`src/rtl/hdb3_polar_mc.sv`:
```
// hdb3_polar_mc
// Multi-channel HDB3/AMI polarity stage. Each channel receives an already
// substituted 2-bit symbol (00 zero, 01 mark, 10 B pulse, 11 V pulse) and
// turns it into dual-rail bp/bn line pulses, keeping its own alternation
// state. Two register stages: stage 1 holds the polarity decision and the
// error flag, stage 2 holds the line outputs.
//
// Ports
//   clk          system clock
//   rst          synchronous active-high reset
//   in_valid     qualifies data_plug_b for all channels this cycle
//   data_plug_b  channel i symbol at [2i+1:2i]
//   mode         0 = HDB3, 1 = AMI, sampled on each valid cycle
//   clr_stat     synchronous clear of every pulse counter
//   out_valid    qualifier for bp/bn/viol_err (in_valid delayed two cycles)
//   bp / bn      positive / negative pulse per channel
//   viol_err     one-cycle error flag per channel, aligned with bp/bn
//   pulse_cnt    saturating pulse count, channel i at [CNT_W*(i+1)-1:CNT_W*i]
module hdb3_polar_mc #(
   parameter int NUM_CH  = 4,
   parameter int CNT_W   = 16,
   parameter int INV_POL = 0
) (
   input  logic                    clk,
   input  logic                    rst,
   input  logic                    in_valid,
   input  logic [2*NUM_CH-1:0]     data_plug_b,
   input  logic                    mode,
   input  logic                    clr_stat,
   output logic                    out_valid,
   output logic [NUM_CH-1:0]       bp,
   output logic [NUM_CH-1:0]       bn,
   output logic [NUM_CH-1:0]       viol_err,
   output logic [CNT_W*NUM_CH-1:0] pulse_cnt
);

   typedef enum logic [1:0] {
      POL_NONE = 2'b00,
      POL_POS  = 2'b01,
      POL_NEG  = 2'b10
   } pol_t;

   // r_lastPol: 1 = last pulse was positive, 0 = negative
   logic [NUM_CH-1:0] r_lastPol;
   logic [NUM_CH-1:0] r_vPend;
   pol_t              r_s1Pol [NUM_CH];
   logic [NUM_CH-1:0] r_s1Err;
   logic              r_s1Valid;
   logic [CNT_W-1:0]  r_cnt [NUM_CH];
   logic [NUM_CH-1:0] r_bp;
   logic [NUM_CH-1:0] r_bn;
   logic [NUM_CH-1:0] r_viol;
   logic              r_s2Valid;

   pol_t              w_pol [NUM_CH];
   logic [NUM_CH-1:0] w_err;
   logic [NUM_CH-1:0] w_pulse;
   logic [NUM_CH-1:0] w_nextLastPol;
   logic [NUM_CH-1:0] w_nextVPend;

   // Per-channel polarity decision. A mark or B pulse alternates against
   // the last pulse; a V repeats the last polarity, and a second V with no
   // alternating pulse in between is flagged but still sent. In AMI mode
   // only marks are legal, so B/V symbols are dropped and flagged, and the
   // V bookkeeping is kept cleared. Nothing moves on an invalid cycle.
   always_comb begin
      for (int i = 0; i < NUM_CH; i++) begin
         w_pol[i]         = POL_NONE;
         w_err[i]         = 1'b0;
         w_pulse[i]       = 1'b0;
         w_nextLastPol[i] = r_lastPol[i];
         w_nextVPend[i]   = r_vPend[i];
         if (in_valid) begin
            if (mode) begin
               w_nextVPend[i] = 1'b0;
               case (data_plug_b[2*i +: 2])
                  2'b01: begin
                     w_pol[i]         = r_lastPol[i] ? POL_NEG : POL_POS;
                     w_pulse[i]       = 1'b1;
                     w_nextLastPol[i] = ~r_lastPol[i];
                  end
                  2'b10, 2'b11: w_err[i] = 1'b1;
                  default: ;
               endcase
            end else begin
               case (data_plug_b[2*i +: 2])
                  2'b01, 2'b10: begin
                     w_pol[i]         = r_lastPol[i] ? POL_NEG : POL_POS;
                     w_pulse[i]       = 1'b1;
                     w_nextLastPol[i] = ~r_lastPol[i];
                     w_nextVPend[i]   = 1'b0;
                  end
                  2'b11: begin
                     w_pol[i]       = r_lastPol[i] ? POL_POS : POL_NEG;
                     w_pulse[i]     = 1'b1;
                     w_err[i]       = r_vPend[i];
                     w_nextVPend[i] = 1'b1;
                  end
                  default: ;
               endcase
            end
         end
      end
   end

   // Stage 1: alternation state, registered decision and pulse counters.
   // Counters saturate instead of wrapping, and a clear beats an increment
   // arriving in the same cycle.
   always_ff @(posedge clk) begin
      if (rst) begin
         r_lastPol <= '0;
         r_vPend   <= '0;
         r_s1Err   <= '0;
         r_s1Valid <= 1'b0;
         for (int i = 0; i < NUM_CH; i++) begin
            r_s1Pol[i] <= POL_NONE;
            r_cnt[i]   <= '0;
         end
      end else begin
         if (in_valid) begin
            r_lastPol <= w_nextLastPol;
            r_vPend   <= w_nextVPend;
         end
         r_s1Err   <= w_err;
         r_s1Valid <= in_valid;
         for (int i = 0; i < NUM_CH; i++) begin
            r_s1Pol[i] <= w_pol[i];
            if (clr_stat)
               r_cnt[i] <= '0;
            else if (w_pulse[i] && (r_cnt[i] != {CNT_W{1'b1}}))
               r_cnt[i] <= r_cnt[i] + CNT_W'(1);
         end
      end
   end

   // Stage 2: map the polarity code onto the two rails. A code can only be
   // one of pos/neg/none, so both rails are never high together; the
   // INV_POL build simply swaps which rail carries which polarity.
   always_ff @(posedge clk) begin
      if (rst) begin
         r_bp      <= '0;
         r_bn      <= '0;
         r_viol    <= '0;
         r_s2Valid <= 1'b0;
      end else begin
         for (int i = 0; i < NUM_CH; i++) begin
            if (INV_POL != 0) begin
               r_bp[i] <= (r_s1Pol[i] == POL_NEG);
               r_bn[i] <= (r_s1Pol[i] == POL_POS);
            end else begin
               r_bp[i] <= (r_s1Pol[i] == POL_POS);
               r_bn[i] <= (r_s1Pol[i] == POL_NEG);
            end
         end
         r_viol    <= r_s1Err;
         r_s2Valid <= r_s1Valid;
      end
   end

   assign out_valid = r_s2Valid;
   assign bp        = r_bp;
   assign bn        = r_bn;
   assign viol_err  = r_viol;

   for (genvar g = 0; g < NUM_CH; g++) begin : g_cnt
      assign pulse_cnt[CNT_W*g +: CNT_W] = r_cnt[g];
   end

endmodule

```
`config.mk`:
```
export PLATFORM = sky130hd
export DESIGN_NAME = hdb3_polar_mc
export DESIGN_NICKNAME = d
export VERILOG_FILES = /design/src/rtl/hdb3_polar_mc.sv
export SDC_FILE = /design/constraint.sdc
export NUM_CORES = 1
export LEC_CHECK = 0
export BUFFER_PORTS_ARGS = -buffer_cell sky130_fd_sc_hd__buf_2
export CAP_MARGIN = 20
export CORE_UTILIZATION = 60
export DETAILED_ROUTE_END_ITERATION = 16
export PLACE_DENSITY = 0.94
export SYNTH_ARGS = -nofsm -noshare
export SYNTH_HDL_FRONTEND = slang
export SYNTH_SLANG_ARGS = --single-unit
```
`constraint.sdc`:
```
create_clock -name clk -period 4 [get_ports clk]
set_input_delay 0.8 -clock clk [delete_from_list [all_inputs] [get_ports clk]]
set_output_delay 0.8 -clock clk [all_outputs]
set_load 0.03 [all_outputs]
```
# After elaboration in Yosys (flattened, before gate mapping)
# Memory sizes are Yosys's and may differ from the RTL's.
# Cells that the tools add are included.
word_totals:
  reg_bits: 26
  ramBits: 72
  input_bits: 13
  out_inout_bits: 77
  elab_cells: 204
  memories: 2
op_classes:
  add_sub_neg: 4
  eq_ne: 28
  muxes: 106
  n_bitwise: 17
  n_reduce_logical: 33
memory_table:
  columns: ["memory", "depth", "width", "read_ports", "rd_clocked_by_memory_dff", "write_ports", "line", "rtl"]
  rows:
  - ["r_cnt", 4, 16, 4, 0, 4, "49", "logic [CNT_W-1:0] r_cnt [NUM_CH];"]
  - ["r_s1Pol", 4, 2, 4, 0, 4, "46", "pol_t r_s1Pol [NUM_CH];"]
op_table:
  columns: ["cell", "n"]
  rows:
  - ["two-way mux 16 bit", 8]
  - ["two-way mux 1 bit", 66]
  - ["adder 16 x 1 -> 16 bit, second input constant", 4]
  - ["!= test 16 bit, second input constant", 4]
  - ["two-way mux 2 bit", 24]
  - ["== test 2 bit, second input constant", 12]
  - ["OR reduction 2 bit", 9]
  - ["== test 2 x 1 -> 1 bit, second input constant", 8]
  - ["case mux 2 bit (2 select lines)", 4]
  - ["OR 1 bit", 12]
  - ["AND reduction 3 bit", 4]
  - ["nonzero test 3 bit", 4]
  - ["OR reduction 3 bit", 4]
  - ["!= test 2 x 1 -> 1 bit, second input constant", 4]
  - ["case mux 1 bit (2 select lines)", 4]
  - ["AND reduction 2 bit", 4]
  - ["nonzero test 2 bit", 4]
  - ["inverter 1 bit", 5]
  - ["logical AND 1 bit", 4]

# Longest topological paths before layout
logic_depth:
  ltp_word: 11
  ltp_mapped: 6
  depth_no_buf: 6

# Least setup slack after synthesis
# OpenSTA, ideal clock, no wires.
synth_timing:
  path_type: "in2reg"
  from: "input port rst"
  to: "memory r_cnt[1][0] (enable)"
  arrival_time_ns: 1.981
  path_slack_ns: 1.647
  cell_stages: 5
  path_cell_list: "nor3b_2 -> o21ai_0 -> a41o_1 -> buf_2 -> nand2_1"
synth_rtl:
  columns: ["item", "line", "rtl"]
  rows:
  - ["from (decl)", "25", "input logic rst,"]
  - ["to (decl)", "49", null]

==> run summary <==
Status: completed
Post-synthesis mux area share: 0%
Post-synthesis xor/xnor area fraction: 10.1%
Max Cap Viol: 0
Reg-to-Reg Start: r_cnt[1][0]
Hpwl dp: 7.17 mm
First-pass DRT Iterations: 4
Worst Path Max Fanout: 24
Total grt overflow: 0
Largest family of logic cells by synthesized area: simple AND/OR/NAND/NOR gates
FILL cells: 571
Syn nets: 501
Antenna violations before repair: 0
Synth-to-Final Area Change: 14.9%
TNS Setup: 0 ps
Worst-margin pin slew: 669 ps
GRT Util Overall: 24.4%
CTS Buffer Depth: 2
EDFF count, synth: 64
Hold buffers post-CTS: 0
Post-Syn Area per Cell: 10.2 sq um
CP Capture Type: register
Area occupied by multi-input gates: 2120 sq um
R2R setup slack: 1490 ps
Hold Path Class: register to register
R2R Path End: r_cnt[1][4]
Fin crit period: 2610 ps
Postcts setup bufs: 0
IO Count: 90
Share of the synthesized area in the top cell type: 39.7%
Reg clk slew, reported paths: 110 ps
Remaining DRCs: 0
Vias: 3,778
Worst endpoint required time: 4000 ps
Fmax: 383 MHz
Clock Skew: 11.7 ps
Post-synthesis register bit count: 98
Synthesized cell area: 4840 sq um
Share of flip-flops with an asynchronous set or reset: 0%
RSZ-0062 raised after global routing: no
Vias per cell: 5.66
CP arrival: 2610 ps
Max-slew violations: 0
Pre-CTS setup slack: 967 ps
Initial DRC Count: 168
Vias in the first global route: 3,491
Share of layout cells above drive strength 1: 20.0%
VDD IR max: 0.216 mV
Crit start category: input port
Library cells used by synthesis: 39
Leak: 2.16 nW
Worst hold slack: 425 ps
Sequential cell area: 2600 sq um
Die area: 8430 sq um
Final WS setup: 1390 ps
Worst reg-to-reg path cell count: 5
Critical path type: input port to register
Top FF cell, synth: edfxtp_1
Largest net degree at the start of global routing: 25
Detailed Route WL: 9.75 mm
N_diodes: 0
Sequential-to-total area share from yosys stat: 53.8%
Htree depth: 3
Final setup fails: 0
CTS root buffer: clkbuf_8
First-pass GRT wire length: 16.2 mm
Compound-Gate Fraction of Synth Area: 4.42%
# rows: 32
Origin of the worst setup path: rst
End of the critical path: r_cnt[1][4]
Initial Util: 62.3%
Synth Area in Simple Gates: 25.2%
Clk_lat worst skew: 360 ps
Final Hold Fails: 0
Die W: 91.8 um
CTS Sinks: 98
Top cells by area, synth: edfxtp_1, dfxtp_1, nor2_1, xnor2_1, ha_1
Top post-synthesis cells by count: nor2_1, edfxtp_1, dfxtp_1, xnor2_1, nand2_1
Area of the core: 7770 sq um
Cell count after synthesis: 472
Share of the clock period used by the worst path: 65.3%
IO buf count: 89
Power per cell area: 368 nW/um^2
Largest area contributor in the netlist: edfxtp_1
NumNets Final: 590
Adder-cell area share of the yosys netlist: 4.14%
Most common cell in the netlist: nor2_1
Rel. slew slack: 55.3%
TritonCTS clock tree: yes
Die Span Y: 91.8 um
Routability Congestion: 0.842
# resized after CTS: 0
Total CTS buffers: 9
Pwr Total: 0.00204 W
Antenna Nets Post-Route: 0
Placed cell count: 652
Yosys warns: 0
Final cell count without fillers: 668
DR WL/cell: 14.6 um
## state kept, by name (all words and copies together) (netlist names)
register and cells:
bn 4, bp 4, out_valid 1, r_cnt 64, r_lastPol 4, r_s1Err 4
r_s1Pol 8, r_s1Valid 1, r_vPend 4, viol_err 4
## cell type report
type	instances	area share, %
multi-input combinational	346	38.2
inverter	17	1.15
timing repair buffer	89	8.01
tap	102	2.30
clock buffer	9	2.23
clock inverter	7	1.31
sequential	98	46.8
## metal layers
metal	wire length [um]	track usage [%]	share of wire, %	vias up
li1	-	-	-	1838
met1	4230	31.7	43	1788
met2	4830	41.2	50	130
met3	497	3.90	5.1	22
met4	200	9.51	2.1	0
met5	0	0	0	-
## cells by family after synthesis
family / count (synthesis)
xor gates and xnor gates: 56
DFF: 98
adders and majority gates: 16
buffers and inverters: 28
AOI/OAI and AO/OA: 36
and+or+nand+nor: 238
## layout by cell type (no fill, tap or decap), drive strengths merged, types with 12 or more instances in the layout
cell type	netlist	layout
nand4	19	19
nand2	30	30
ha	16	16
dfxtp	34	34
nor2	86	86
nor3b	12	12
nor2b	12	12
nand3	24	24
xor2	22	22
buf	6	89
xnor2	34	34
a21oi	12	12
inv	17	20
edfxtp	64	64
## worst max-delay path: stages
cell	delay, ps
buf_2	230
nor3b_2	390
o21ai_0	190
a41o_1	420
nand2_1	570
## worst min-delay path by stage
stage,from,endpoint,cells past startpoint
after floorplan,r_s1Pol[0][0],bn[0],1
after global placement,r_s1Pol[3][1],bp[3],1
after detailed placement,r_s1Pol[2][1],bp[2],1
after CTS,r_s1Pol[0][1],bp[0],1
after global routing,r_s1Pol[0][1],bp[0],1
final,r_s1Pol[0][1],bp[0],1
## through the flow
step	utilization, %	cell area [sq um]
final	71.6	5560
after global routing	71.6	5560
after CTS	71.6	5560
after detailed placement	69.0	5360
after global placement	69.0	5360
after floorplan	-	4840
## report_power, final
part           switching (W)  internal, W
logic               0.000164    0.0000775
registers          0.0000596      0.00113
clock network       0.000371     0.000244
Power figures use the tool's default switching activity.
